### config.mk
export PLATFORM = sky130hd
export DESIGN_NAME = scenario_sequencer
export DESIGN_NICKNAME = d
export VERILOG_FILES = /design/src/rtl/scenario_sequencer.sv
export SDC_FILE = /design/constraint.sdc
export NUM_CORES = 1
export LEC_CHECK = 0
export CAP_MARGIN = 10
export CORE_UTILIZATION = 53
export CTS_CLUSTER_DIAMETER = 40
export DETAILED_ROUTE_END_ITERATION = 8
export PLACE_DENSITY = 0.76
export REMOVE_ABC_BUFFERS = 1
export SKIP_CTS_REPAIR_TIMING = 1
export SKIP_LAST_GASP = 1
export SLEW_MARGIN = 5
export SYNTH_ARGS = -nofsm -noshare
export SYNTH_HDL_FRONTEND = slang
export SYNTH_SLANG_ARGS = --single-unit
### constraint.sdc
create_clock -name clock_reg_input -period 2.1 [get_ports clock_reg_input]
set_input_delay 0.315 -clock clock_reg_input [delete_from_list [all_inputs] [get_ports clock_reg_input]]
set_output_delay 0.315 -clock clock_reg_input [all_outputs]
set_load 0.02 [all_outputs]
### src/rtl/scenario_sequencer.sv
// Sequences the scenario multiplexer through a programmed table of
// (scenario code, repeat count) entries, pulsing start/clear and
// enforcing a per-run completion timeout.
module scenario_sequencer #(
    parameter int unsigned          DEPTH      = 8,
    parameter int unsigned          CODE_W     = 3,
    parameter int unsigned          REP_W      = 8,
    parameter int unsigned          STATE_W    = 8,
    parameter logic [STATE_W-1:0]   DONE_STATE = {STATE_W{1'b1}},
    parameter int unsigned          TIMEOUT    = 1000000,
    parameter int unsigned          GAP_CYCLES = 16,
    localparam int unsigned         AW         = (DEPTH > 1) ? $clog2(DEPTH) : 1
) (
    input  logic                    clock_reg_input,
    input  logic                    reset_reg_input,
    input  logic                    wr_en_reg_input,
    input  logic [AW-1:0]           wr_addr_reg_input,
    input  logic [CODE_W+REP_W-1:0] wr_data_reg_input,
    input  logic [AW:0]             num_entries_reg_input,
    input  logic                    start_reg_input,
    input  logic                    abort_reg_input,
    input  logic [STATE_W-1:0]      scenario_state_reg_input,
    output logic [CODE_W-1:0]       scenario_select_reg_output,
    output logic                    scenario_start_reg_output,
    output logic                    scenario_clear_reg_output,
    output logic                    busy_reg_output,
    output logic                    done_reg_output,
    output logic                    error_reg_output,
    output logic [AW-1:0]           index_reg_output,
    output logic [REP_W-1:0]        run_count_reg_output
);

    localparam int unsigned TW = $clog2(TIMEOUT + 1);
    localparam int unsigned GW = (GAP_CYCLES > 1) ? $clog2(GAP_CYCLES + 1) : 1;

    localparam logic [AW:0]   NumMax    = (AW + 1)'(DEPTH);
    localparam logic [AW-1:0] LastMax   = AW'(DEPTH - 1);
    localparam logic [TW-1:0] TimerLast = TW'(TIMEOUT - 1);
    localparam logic [GW-1:0] GapLast   = GW'(GAP_CYCLES - 1);

    typedef enum logic [2:0] {
        StIdle,
        StLoad,
        StArm,
        StWait,
        StSettle,
        StNext,
        StFinish,
        StFault
    } state_e;

    state_e              state_q;
    logic [CODE_W-1:0]   code_mem [DEPTH];
    logic [REP_W-1:0]    rep_mem  [DEPTH];

    logic [AW-1:0]       index_q;
    logic [AW-1:0]       last_q;
    logic [REP_W-1:0]    rep_q;
    logic [REP_W-1:0]    run_count_q;
    logic [TW-1:0]       timer_q;
    logic [GW-1:0]       gap_q;
    logic [CODE_W-1:0]   select_q;
    logic                start_q;
    logic                clear_q;
    logic                busy_q;
    logic                done_q;
    logic                error_q;

    logic                idle_like;
    logic                in_run;
    logic [REP_W-1:0]    rd_rep;
    logic [REP_W-1:0]    rep_eff;
    logic [REP_W-1:0]    run_next;

    // Decode helpers for the current state and the entry being loaded.
    always_comb begin
        idle_like = (state_q == StIdle) || (state_q == StFault);
        in_run    = (state_q == StLoad) || (state_q == StArm) || (state_q == StWait) ||
                    (state_q == StSettle) || (state_q == StNext);
        rd_rep    = rep_mem[index_q];
        // A zero repeat count still runs the scenario once.
        rep_eff   = (rd_rep == '0) ? REP_W'(1) : rd_rep;
        run_next  = run_count_q + 1'b1;
    end

    // Program table; never reset so a program survives a reset.
    always_ff @(posedge clock_reg_input) begin
        if (wr_en_reg_input && idle_like) begin
            code_mem[wr_addr_reg_input] <= wr_data_reg_input[CODE_W+REP_W-1:REP_W];
            rep_mem[wr_addr_reg_input]  <= wr_data_reg_input[REP_W-1:0];
        end
    end

    // Sequencing FSM with registered outputs.
    always_ff @(posedge clock_reg_input) begin
        if (!reset_reg_input) begin
            state_q     <= StIdle;
            index_q     <= '0;
            last_q      <= '0;
            rep_q       <= '0;
            run_count_q <= '0;
            timer_q     <= '0;
            gap_q       <= '0;
            select_q    <= '0;
            start_q     <= 1'b0;
            clear_q     <= 1'b0;
            busy_q      <= 1'b0;
            done_q      <= 1'b0;
            error_q     <= 1'b0;
        end else begin
            start_q <= 1'b0;
            clear_q <= 1'b0;
            done_q  <= 1'b0;
            if (abort_reg_input && in_run) begin
                // Abort wins over any transition due this cycle.
                clear_q  <= 1'b1;
                select_q <= '0;
                busy_q   <= 1'b0;
                state_q  <= StIdle;
            end else begin
                case (state_q)
                    StIdle, StFault: begin
                        if (start_reg_input) begin
                            error_q <= 1'b0;
                            if (num_entries_reg_input == '0) begin
                                done_q  <= 1'b1;
                                state_q <= StIdle;
                            end else begin
                                index_q <= '0;
                                if (num_entries_reg_input > NumMax) begin
                                    last_q <= LastMax;
                                end else begin
                                    last_q <= AW'(num_entries_reg_input - 1'b1);
                                end
                                busy_q  <= 1'b1;
                                state_q <= StLoad;
                            end
                        end
                    end
                    StLoad: begin
                        select_q    <= code_mem[index_q];
                        rep_q       <= rep_eff;
                        run_count_q <= '0;
                        start_q     <= 1'b1;
                        state_q     <= StArm;
                    end
                    StArm: begin
                        timer_q <= '0;
                        state_q <= StWait;
                    end
                    StWait: begin
                        // Completion takes priority over a coincident timeout.
                        if (scenario_state_reg_input == DONE_STATE) begin
                            clear_q <= 1'b1;
                            gap_q   <= '0;
                            state_q <= StSettle;
                        end else if (timer_q == TimerLast) begin
                            error_q  <= 1'b1;
                            clear_q  <= 1'b1;
                            select_q <= '0;
                            busy_q   <= 1'b0;
                            state_q  <= StFault;
                        end else begin
                            timer_q <= timer_q + 1'b1;
                        end
                    end
                    StSettle: begin
                        if (gap_q == GapLast) begin
                            run_count_q <= run_next;
                            if (run_next < rep_q) begin
                                start_q <= 1'b1;
                                state_q <= StArm;
                            end else begin
                                state_q <= StNext;
                            end
                        end else begin
                            gap_q <= gap_q + 1'b1;
                        end
                    end
                    StNext: begin
                        if (index_q == last_q) begin
                            done_q  <= 1'b1;
                            busy_q  <= 1'b0;
                            state_q <= StFinish;
                        end else begin
                            index_q <= index_q + 1'b1;
                            state_q <= StLoad;
                        end
                    end
                    StFinish: begin
                        state_q <= StIdle;
                    end
                    default: begin
                        state_q <= StIdle;
                    end
                endcase
            end
        end
    end

    assign scenario_select_reg_output = select_q;
    assign scenario_start_reg_output  = start_q;
    assign scenario_clear_reg_output  = clear_q;
    assign busy_reg_output            = busy_q;
    assign done_reg_output            = done_q;
    assign error_reg_output           = error_q;
    assign index_reg_output           = index_q;
    assign run_count_reg_output       = run_count_q;

endmodule

Word-level counts from Yosys, hierarchy flattened --
Memories as Yosys holds them, arrays and structs flattened. A register that Yosys moved wholly into a read port is not among the register bits. Cells that the tools add are included.
Storage, ports and cells: register bits after elaboration 58, RAM bits 88, word-level logic and storage cells 128, memories 2
Operators by class: add/subtract/negate cells 5, magnitude comparators 2, equal/unequal tests 22, multiplexer cells 52, bitwise logic cells 3, reductions and logical operators 29
Memories:
- rep_mem | words 8, bits a word 8, rd ports 1, clocked after memory_dff 1, wr ports 1, line 54 | logic [REP_W-1:0] rep_mem [DEPTH];
- code_mem | words 8, bits a word 3, rd ports 1, clocked after memory_dff 1, wr ports 1, line 53 | logic [CODE_W-1:0] code_mem [DEPTH];
Operators by type and width (number):
- $mux 3 | 16
- $mux 20 | 2
- $pmux 20 s2 | 1
- $pmux 3 s7 | 1
- $add 20x1->20 const B | 1
- $eq 20x20->1 const B | 1
- $mux 1 | 20
- $mux 8 | 2
- $pmux 8 s2 | 1
- $eq 3x3->1 const B | 4
- $ne 2x2->1 const B | 6
- $pmux 3 s2 | 2
- $reduce_and 4->1 | 3
- $reduce_bool 2->1 | 6
- $mux 5 | 2
- $pmux 5 s2 | 1
- $reduce_and 5->1 | 2
- $reduce_and 3->1 | 3
- $add 8x1->8 const B | 1
- $eq 8x8->1 const B | 1
- $logic_not 8->1 | 1
- $lt 8x8->1 | 1
- $ne 2x1->1 const B | 4
- $eq 3x2->1 const B | 2
- 19 further kinds | 29

Logic depth before layout (Yosys ltp) --
Gate-level depths: netlist of the first run.
depth in word-level cells 10, mapped depth 11

Worst setup path after synthesis of the first run --
Ideal clock, no wire load.
path kind input-to-reg, start input port run_count_reg_output[2], end register state_q[2], setup time 144 ps, arrival time 2209 ps, required time 1956 ps, slack -252 ps, cell stages on the path 11, path through dfxtp_1 -> and3_1 -> and3_1 -> nand3_1 -> xnor2_1 -> ha_1 -> nand2_1 -> o21ai_0 -> a311o_1 -> o21ai_0 -> a31oi_1
On the way: word-level cells in the longest chain between the ends 5
RTL lines:
- from (decl) | line 30 | output logic [REP_W-1:0] run_count_reg_output
- $add 8x1->8 | line 83 | run_next = run_count_q + 1'b1;
- $lt 8x8->1 | line 170 | if (run_next < rep_q) begin
- $mux 3 | line 170
- $mux 3 | line 168 | if (gap_q == GapLast) begin
- $pmux 3 s7 | line 121 | case (state_q)
- to (signal assigned) | line 119 | state_q <= StIdle;
- to (signal assigned) | line 172 | state_q <= StArm;
- to (signal assigned) | line 174 | state_q <= StNext;
- to (decl) | line 52 | state_e state_q;
No other way between the ends. The select of a mux whose other input is x is not followed. A chain may end at the register's enable or synchronous reset.

Worst setup path in the final report of the first run --
start input port run_count_reg_output[1], end register state_q[1]
The elaborated chain is that of the path after synthesis.

==> results.md, run 1 <==
* Status: complete, but fails checks
* Failing checks: setup timing
* Worst reg2reg path depth at 11
* Fin. Hold Viols at 0
* Layout area overhead at 26.1%
* Max Clock Skew at 0.0104 ns
* Crit Path Class: register to register
* Setup TNS at -0.221 ns
* Initial core utilization at 54.6%
* Hold Path Class: register to register
* EDFF count, synth at 88
* Synthesized flop and latch total at 149
* Leakage at 3.13 nW
* CTS Sinks at 149
* Synth Flop Type: edfxtp_1
* Delay-heaviest family, CP: simple AND/OR/NAND/NOR gates
* Top Ports at 50
* Cell taking the most area after synthesis: edfxtp_1
* Final design utilization at 68.8%
* Chip width at 116 um
* Max Freq at 455 MHz
* Max_cap viols at 0
* TritonCTS clock tree: done
* Total core area at 12700 sq um
* Routability cong. at 0.933
* Drt pass-1 iters at 6
* Row Count at 41
* # DRC at 0
* Htree depth at 4
* Slowest CP cell: a311o_1
* Final setup margin at -0.100 ns
* Antenna diodes at 0
* Critical path launch point type: register
* DR iter-0 viols at 418
* CP endpoint kind: register
* Slew @ Worst Pin at 0.585 ns
* First-pass GRT wire length at 24800 um
* Num CTS Buffers at 17
* Worst IR Drop VDD at 0.710 mV
* Final-stage net count at 734
* Final Critical Period at 2.20 ns
* Die Area at 13600 sq um
* Largest fanout on the critical path at 4
* Vias per cell at 5.76
* CP required at 2.45 ns
* Clock Path Buffers at 2
* FILL cells at 929
* DPL Wire Length at 10900 um
* Vias in the first global route at 4855
* Largest net degree at the start of global routing at 33
* Overall Power at 7.14 mW
* Pins Over Slew Limit at 0
* CTS Root Cell: clkbuf_16
* Mapped Area at 6950 sq um
* Avg WL per Cell at 18.2 um
* Unrepaired setup endpoints after global routing: true
* Routed WL at 16000 um
* Syn Area/Cell at 12.1 sq um
* Clock slew at reported path FFs at 0.06 ns
* Cells after DPL at 836
* Rel. slew slack at 60.5%
* Yosys synthesis warning count at 0
* Total number of vias at 5039
* Period utilization at 105%
* Share of the synthesized area in the top cell type at 38.0%
* Final hold slack at 0.460 ns
* Worst path depth at 11
* Netlist cell types at 68
* Layout Cells excl Fill at 875
* Top cells by area, synth: edfxtp_1, dfxtp_1, mux4_2
* Hold path depth at 2
* ANT nets after route at 0
* Crit-path cells: and3_4 -> and3_4 -> nand3_4 -> xnor2_2 -> ha_1 -> nand2_1 -> nor2_1 -> a311o_1 -> nand3b_1 -> o2111ai_1 -> o21ai_1
* Post-synthesis async set-or-reset flop share at 0%
* # setup viols final at 3
* Post-synthesis sequential area ratio at 55.6%
* All-layer global routing usage at 24.7%
* Die Span Y at 116 um
* Fraction of layout cells with a size suffix above 1 at 23.9%
* Syn Inst Count at 572
* PD cells at 815 nW/um^2
* Initial antenna violation count at 0
* Arrival @ worst endpoint at 2.55 ns
* CP dominant cell by count: and3_4
* Clk_lat worst skew at 0.43 ns
* Grt ovf at 0
* Critical path's largest stage delay at 0.37 ns
* Critical path buffer and inverter count at 0
* IO buf count at 49
## cells in the final DEF, fill, tap and decap left out, types with 7 or more instances in the layout
cell type,count
buf_4,72
nand3_1,15
a2111oi_2,7
a211oi_1,7
nor2_1,52
nor2b_1,14
nand4_1,8
nand2b_1,7
ha_1,11
clkbuf_16,17
inv_1,12
and2_1,9
xnor2_1,21
a21oi_1,15
o21ai_0,17
mux4_2,23
clkdlybuf4s50_1,49
o211a_1,8
edfxtp_1,88
dfxtp_1,58
nand2_1,52
nor3_1,11
## stage by stage
step                setup WS, ns  instance area (sq um)
floorplan                 -0.581                   6820
global placement          -0.124                   8050
detailed placement        -0.198                   8050
CTS                       -0.381                   8590
global route              -0.192                   8760
finish                    -0.100                   8760
## worst min-delay path: cells and delay by family, from the launching register on
family / cells / cell delay [ns]
DFF: 1 / 0.31
and+or+nand+nor: 1 / 0.05
AOI/OAI and AO/OA: 1 / 0.05
## area by class of cell
class | count | area, sq um | share of cell area, %
clock buffers | 17 | 425 | 4.86
flip-flops and latches | 149 | 3870 | 44.2
multi-input cells | 385 | 3000 | 34.3
repair buffers | 123 | 1070 | 12.2
clock inverters | 15 | 121 | 1.39
well taps | 172 | 215 | 2.46
inverters | 14 | 52.6 | 0.600
## layer usage
layer	vias to the layer above	global-route usage, %	routed length [um]
li1	2394	-	-
met1	2451	31.3	6840
met2	166	40.9	7970
met3	28	5.40	786
met4	0	11.0	367
met5	-	0	0
## report_power, final
group / leakage [nW] / internal (mW) / total (mW) / switching (mW)
combinational: 1.58 / 0.405 / 0.999 / 0.594
clock: 0.263 / 1.54 / 2.82 / 1.28
sequential: 1.29 / 3.25 / 3.32 / 0.0769
total: 3.13 / 5.19 / 7.14 / 1.95
## cells in the mapped netlist (3+ instances only)
cell	instances
edfxtp_1	88
dfxtp_1	61
nor2_1	53
nand2_1	52
mux4_2	23
xnor2_1	23
nand3_1	18
o21ai_0	18
a21oi_1	16
nor2b_1	14
ha_1	13
buf_2	12
inv_1	12
nor3_1	11
clkbuf_1	10
and2_1	9
nand4_1	8
o211a_1	8
a2111oi_2	7
a211oi_1	7
and3_1	7
nand2b_1	7
nor4_1	7
xor2_1	6
nand3b_1	5
or3_1	5
a21boi_0	4
a21boi_1	4
a22oi_1	4
mux2i_1	4
o22ai_1	4
o31ai_1	4
a22o_1	3
a31oi_1	3
nor4b_2	3
## worst paths after layout
| kind | end | startpoint | slack, ns |
|---|---|---|---|
| worst max-delay path | state_q[1]$_SDFFE_PP0P_ | run_count_reg_output[1]$_SDFFE_PN0P_ | -0.10 |
| worst min-delay path | gap_q[4]$_SDFFE_PN0P_ | gap_q[4]$_SDFFE_PN0P_ | 0.46 |
| worst max register to register | state_q[1]$_SDFFE_PP0P_ | run_count_reg_output[1]$_SDFFE_PN0P_ | -0.10 |
| worst min register to register | gap_q[4]$_SDFFE_PN0P_ | gap_q[4]$_SDFFE_PN0P_ | 0.46 |
## logic make-up (layout without fill, tap and decap cells)
logic type	Yosys count	after routing	share of synthesized area, %
compound gates	101	102	11.4
xor+xnor	29	29	3.66
fa+ha+maj	13	13	2.34
buf+inv	39	169	2.59
flops	149	149	55.6
mux	27	27	8.03
simple gates	214	214	16.3
## sequential cells by signal, summed over array words and instances, names as in the netlist, 3 cells and up, named ones only
signal	flops
code_mem	24
last_q	3
gap_q	5
run_count_reg_output	8
scenario_select_reg_output	3
rep_mem	64
rep_q	8
state_q	3
index_reg_output	3
timer_q	20
Power figures use the tool's default switching activity.
==> run 2: changes to the inputs <==
--- a/config.mk
+++ b/config.mk
@@ -5,7 +5,7 @@
 export SDC_FILE = /design/constraint.sdc
 export NUM_CORES = 1
 export LEC_CHECK = 0
-export CAP_MARGIN = 10
+export CAP_MARGIN = 25
 export CORE_UTILIZATION = 53
 export CTS_CLUSTER_DIAMETER = 40
 export DETAILED_ROUTE_END_ITERATION = 8
@@ -13,7 +13,6 @@
 export REMOVE_ABC_BUFFERS = 1
 export SKIP_CTS_REPAIR_TIMING = 1
 export SKIP_LAST_GASP = 1
-export SLEW_MARGIN = 5
 export SYNTH_ARGS = -nofsm -noshare
 export SYNTH_HDL_FRONTEND = slang
 export SYNTH_SLANG_ARGS = --single-unit
==> results.md, run 2 (synthesized netlist as in run 1, its figures left out) <==
* Vias in the first global route at 4855 (unchanged)
* Leakage at 3.11 nW (-0.86%)
* Setup WS pre-CTS at -0.198 ns (unchanged)
* Crit-path cells: and3_4 -> and3_4 -> nand3_4 -> xnor2_2 -> ha_1 -> nand2_1 -> nor2_1 -> a311o_1 -> nand3b_1 -> o2111ai_1 -> o21ai_1
* FILL cells at 941 (+1.3%)
* Die Span Y at 116 um (unchanged)
* Met3 usage at 5.40% (unchanged)
* Worst reg2reg path depth at 11 (unchanged)
* All-layer global routing usage at 24.7% (unchanged)
* Worst reg2reg startpoint: run_count_reg_output[1]$_SDFFE_PN0P_
* Htree depth at 4 (unchanged)
* Total number of vias at 4995 (-0.87%)
* Period utilization at 105% (+0.14 points)
* Final setup margin at -0.103 ns (-0.00295 ns)
* CP required at 2.45 ns (about the same)
* Total core area at 12700 sq um (unchanged)
* Layout area overhead at 25.3%
* Final-stage net count at 729 (-0.68%)
* Failing checks: setup timing
* Slowest CP cell: a311o_1
* ANT nets after route at 0 (unchanged)
* Fraction of layout cells with a size suffix above 1 at 23.4% (-0.55 points)
* Initial antenna violation count at 0 (unchanged)
* Avg WL per Cell at 18.0 um (-1.2%)
* Final design utilization at 68.4% (-0.44 points)
* PD cells at 819 nW/um^2 (+0.48%)
* Slew @ Worst Pin at 0.582 ns (-0.00290 ns)
* RR Endpoint: state_q[1]$_SDFFE_PP0P_
* CP endpoint kind: register
* Vias per cell at 5.74 (-0.30%)
* Clock Path Buffers at 2 (unchanged)
* CTS Sinks at 149 (unchanged)
* DPL Wire Length at 10900 um (unchanged)
* Delay-heaviest family, CP: simple AND/OR/NAND/NOR gates
* Initial core utilization at 54.6% (unchanged)
* Hold Path Class: register to register
* Routability cong. at 0.933 (unchanged)
* Top Ports at 50 (unchanged)
* Routed WL at 15700 um (-1.8%)
* First-pass GRT wire length at 24800 um (unchanged)
* Layout Cells excl Fill at 870 (-0.57%)
* Final Critical Period at 2.20 ns (+0.00296 ns)
* Chip width at 116 um (unchanged)
* Grt ovf at 0 (unchanged)
* Hold path depth at 2 (unchanged)
* IO buf count at 49 (unchanged)
* Critical path's largest stage delay at 0.37 ns (about the same)
* Setup TNS at -0.198 ns (+0.0223 ns)
* Hold Path Origin: gap_q[4]$_SDFFE_PN0P_
* GR met2 Demand/Resource at 40.9% (unchanged)
* Pins Over Slew Limit at 0 (unchanged)
* CP dominant cell by count: and3_4
* Max FFs per register at 64 (unchanged)
* TritonCTS clock tree: done
* Fin. Hold Viols at 0 (unchanged)
* Rel. slew slack at 60.7% (+0.20 points)
* Met1 usage at 31.3% (unchanged)
* Die Area at 13600 sq um (unchanged)
* Most frequent cells in the layout: edfxtp_1, buf_4, dfxtp_1, nand2_1, nor2_1
* Final hold slack at 0.458 ns (-0.00233 ns)
* Max Freq at 454 MHz (-0.13%)
* # DRC at 0 (unchanged)
* Antenna diodes at 0 (unchanged)
* Unrepaired setup endpoints after global routing: true
* Largest net degree at the start of global routing at 33 (unchanged)
* Arrival @ worst endpoint at 2.55 ns (about the same)
* Largest registers: rep_mem (64), code_mem (24), timer_q (20)
* # setup viols final at 4 (+1)
* Max_cap viols at 0 (unchanged)
* Critical path buffer and inverter count at 0 (unchanged)
* Largest fanout on the critical path at 4 (unchanged)
* Min-Delay Endpoint: gap_q[4]$_SDFFE_PN0P_
* Max Clock Skew at 0.00899 ns (-0.00138 ns)
* DR iter-0 viols at 419 (+0.24%)
* Critical path launch point type: register
* Row Count at 41 (unchanged)
* CTS Root Cell: clkbuf_16
* Busiest layer in global routing: met2
* Status: complete, but fails checks
* Most common cell after layout, fill and taps aside: edfxtp_1
* Drt pass-1 iters at 5 (-1)
* R2R setup slack at -0.10 ns (about the same)
* Largest reg by FF count: rep_mem
* Num CTS Buffers at 17 (unchanged)
* Clock slew at reported path FFs at 0.06 ns (about the same)
* Cells after DPL at 836 (unchanged)
* Crit Path Class: register to register
* Clk_lat worst skew at 0.42 ns (about the same)
* Worst IR Drop VDD at 0.712 mV (+0.18%)
## run 2: worst min-delay path: cells and delay by family (launching register included)
kind               cells  cell delay [ns]
DFF                    1             0.31
and+or+nand+nor        1             0.05
AOI/OAI and AO/OA      1             0.05
## run 2: layout make-up
type	instances	area [sq um]	share of cell area [%]
Tap cell	172	215	2.47
Clock buffer	17	425	4.89
Inverter	14	52.6	0.604
Timing Repair Buffer	119	1040	11.9
Sequential cell	149	3870	44.5
Multi-Input combinational cell	384	2980	34.3
Clock inverter	15	121	1.40
## run 2: worst max path at each step
stage,startpoint,to,slack (ns),cells past startpoint
floorplan,state_q[0]$_SDFFE_PP0P_,code_mem[0][0]$_DFFE_PP_,-0.58,4
global placement,timer_q[12]$_SDFFE_PN0P_,state_q[0]$_SDFFE_PP0P_,-0.12,6
detailed placement,timer_q[12]$_SDFFE_PN0P_,timer_q[4]$_SDFFE_PN0P_,-0.20,6
CTS,timer_q[9]$_SDFFE_PN0P_,timer_q[9]$_SDFFE_PN0P_,-0.38,6
global route,run_count_reg_output[1]$_SDFFE_PN0P_,state_q[1]$_SDFFE_PP0P_,-0.19,11
finish,run_count_reg_output[1]$_SDFFE_PN0P_,state_q[1]$_SDFFE_PP0P_,-0.10,11
## run 2: through the flow
step / power (mW) / area, sq um
6_report: 7.12 / 8700
5_1_grt: 7.38 / 8700
4_1_cts: 7.15 / 8590
3_5_place_dp: 4.36 / 8050
3_3_place_gp: 4.33 / 8050
2_1_floorplan: 3.94 / 6820
## run 2: where the power goes
part           internal, mW  switching (mW)
logic                 0.405           0.591
clock network          1.54            1.27
registers              3.25          0.0764
## run 2: metal layers
metal  vias up  wire [um]
met5         -          0
met4         0        333
met3        27        753
met2       159       7870
met1      2429       6720
li1       2380          -
==> run 3: changes to the inputs <==
--- a/config.mk
+++ b/config.mk
@@ -6,10 +6,11 @@
 export NUM_CORES = 1
 export LEC_CHECK = 0
 export CAP_MARGIN = 25
-export CORE_UTILIZATION = 53
+export CORE_UTILIZATION = 55
 export CTS_CLUSTER_DIAMETER = 40
 export DETAILED_ROUTE_END_ITERATION = 8
-export PLACE_DENSITY = 0.76
+export DONT_BUFFER_PORTS = 1
+export PLACE_DENSITY = 0.7
 export REMOVE_ABC_BUFFERS = 1
 export SKIP_CTS_REPAIR_TIMING = 1
 export SKIP_LAST_GASP = 1
==> constraint.sdc (replaced) <==
create_clock -name clock_reg_input -period 2.48 [get_ports clock_reg_input]
set_input_delay 0.372 -clock clock_reg_input [delete_from_list [all_inputs] [get_ports clock_reg_input]]
set_output_delay 0.372 -clock clock_reg_input [all_outputs]
set_load 0.02 [all_outputs]
==> results.md, run 3 (synthesized netlist as in run 1, its figures left out) <==
* CTS Sinks at 149 (unchanged)
* TritonCTS clock tree: done
* Cells after DPL at 751 (-10%)
* CP required at 2.84 ns (+0.39 ns)
* # DRC at 0 (unchanged)
* Clock slew at reported path FFs at 0.06 ns (about the same)
* Pins Over Slew Limit at 0 (unchanged)
* Final-stage net count at 647 (-11%)
* Rel. slew slack at 56.0% (-4.7 points)
* Period utilization at 94.5% (-10 points)
* Most common cell after layout, fill and taps aside: edfxtp_1
* IO buf count at 0 (-100%)
* Switch share at 26.9% (-0.29 points)
* Max_cap viols at 0 (unchanged)
* Total number of vias at 4638 (-7.1%)
* Critical Path Start: run_count_reg_output[0]$_SDFFE_PN0P_
* RR Endpoint: state_q[1]$_SDFFE_PP0P_
* Worst reg2reg path depth at 11 (unchanged)
* Initial core utilization at 57.1% (+2.5 points)
* Routed WL at 14700 um (-6.3%)
* Max Freq at 427 MHz (-6.0%)
* DR iter-0 viols at 362 (-14%)
* Leakage at 2.74 nW (-12%)
* Worst setup path endpoint: state_q[1]$_SDFFE_PP0P_
* CP endpoint kind: register
* Final Critical Period at 2.34 ns (+0.141 ns)
* Chip width at 114 um (-1.8%)
* Avg WL per Cell at 18.7 um (+4.0%)
* Slew @ Worst Pin at 0.659 ns (+0.0770 ns)
* Crit Path Class: register to register
* Max FFs per register at 64 (unchanged)
* Worst reg2reg startpoint: run_count_reg_output[0]$_SDFFE_PN0P_
* Htree depth at 4 (unchanged)
* CTS Root Cell: clkbuf_16
* Layout Cells excl Fill at 784 (-9.9%)
* Largest reg by FF count: rep_mem
* Most frequent cells in the layout: edfxtp_1, dfxtp_1, nand2_1, nor2_1, buf_4
* Clock Path Buffers at 2 (unchanged)
* Vias per cell at 5.92 (+3.0%)
* Seq pwr share at 48.6% (+2.0 points)
* Top Ports at 50 (unchanged)
* Worst IR Drop VDD at 0.757 mV (+6.3%)
* Row Count at 40 (-2.4%)
* Overall Power at 5.89 mW (-17%)
* Share of total power in the clock network at 40.3% (+0.9 points)
* Largest fanout on the critical path at 6 (+2)
* Hold Path Origin: wr_data_reg_input[4]
* PD cells at 748 nW/um^2 (-8.7%)
* Num CTS Buffers at 17 (unchanged)
* Antenna diodes at 0 (unchanged)
* Initial antenna violation count at 0 (unchanged)
* Layout area overhead at 13.5%
* Sw power at 1.58 mW (-18%)
* Max Clock Skew at 0.00713 ns (-0.00186 ns)
* DPL Wire Length at 10300 um (-5.2%)
* Routability cong. at 0.888 (-4.9%)
* R2R setup slack at 0.14 ns (+0.24 ns)
* # setup viols final at 0 (-4)
* Fin. Hold Viols at 0 (unchanged)
* Fraction of layout cells with a size suffix above 1 at 20.0% (-3.4 points)
* Grt ovf at 0 (unchanged)
* Clk_lat worst skew at 0.42 ns (about the same)
* Die Area at 13100 sq um (-3.6%)
* Largest registers: rep_mem (64), code_mem (24), timer_q (20)
* Vias in the first global route at 4685 (-3.5%)
* All-layer global routing usage at 24.1% (-0.62 points)
* Final hold slack at 0.0439 ns (-0.414 ns)
* ANT nets after route at 0 (unchanged)
* Hold Path Class: input port to register
* Drt pass-1 iters at 4 (-1)
* Arrival @ worst endpoint at 2.70 ns (+0.15 ns)
* Total core area at 12200 sq um (-4.4%)
* Status: completed
* Critical path launch point type: register
* Largest net degree at the start of global routing at 34 (+3.0%)
* First-pass GRT wire length at 23800 um (-4.0%)
* Die Span Y at 114 um (-1.8%)
* Internal at 4.31 mW (-17%)
* Comb power frac at 11.2% (-2.8 points)
==> run 3: changes by cell type in the layout (fill, tap and decap cells not counted), sizes merged <==
cell	change
buf	-33
clkbuf	+1
clkdlybuf4s50	-49
clkinv	-4
clkinvlp	+2
inv	+1
==> run 3: how the worst min path moves through the flow <==
| stage | endpoint | slack, ns | depth (start not counted) |
|---|---|---|---|
| floorplan | gap_q[4]$_SDFFE_PN0P_ | 0.43 | 2 |
| CTS | rep_mem[5][7]$_DFFE_PP_ | 0.02 | 0 |
| detailed placement | gap_q[4]$_SDFFE_PN0P_ | 0.46 | 2 |
| finish | rep_mem[6][4]$_DFFE_PP_ | 0.04 | 0 |
| global placement | gap_q[4]$_SDFFE_PN0P_ | 0.44 | 2 |
| global route | rep_mem[5][4]$_DFFE_PP_ | 0.02 | 0 |
==> run 3: critical path, stage by stage (launching register included) <==
cell       delay (ns)
dfxtp_2          0.38
and3_4           0.22
and3_1           0.19
nand3_1          0.13
xnor2_2          0.17
ha_1             0.30
nand2_1          0.08
o21ai_0          0.09
a311o_1          0.36
nand3b_1         0.13
o2111ai_1        0.11
o21ai_1          0.12
==> run 3: routing by layer <==
metal	global-route usage [%]	wire (um)	vias up
li1	-	-	2218
met1	30.5	6280	2292
met2	39.7	7220	114
met3	7.20	999	14
met4	8.14	187	0
met5	0	0	-
==> run 3: stage by stage <==
step	cell area (sq um)	setup TNS [ns]	utilization (%)	setup slack, ns
after floorplan	6820	-4.41	-	-0.201
after global placement	7300	0	60.0	0.135
after detailed placement	7300	0	60.0	0.0238
after CTS	7850	0	64.5	0.00189
after global routing	7880	-0.00670	64.8	-0.00617
final	7880	0	64.8	0.136
==> run 3: layout make-up <==
type                            count  area (sq um)
Clock inverter                     14           120
Sequential cell                   149          3870
Fill cell                         954          4280
Inverter                           14          52.6
Clock buffer                       18           429
Timing Repair Buffer               37           278
Tap cell                          168           210
Multi-Input combinational cell    384          2930
==> run 3: power groups by stage <==
stage                     clock [mW]  sequential, mW  combinational (mW)
after CTS                       2.41            2.86               0.653
after global routing            2.50            2.88               0.724
after detailed placement           0            2.91               0.650
after global placement             0            2.91               0.634
final                           2.37            2.86               0.660
after floorplan                    0            2.94               0.401
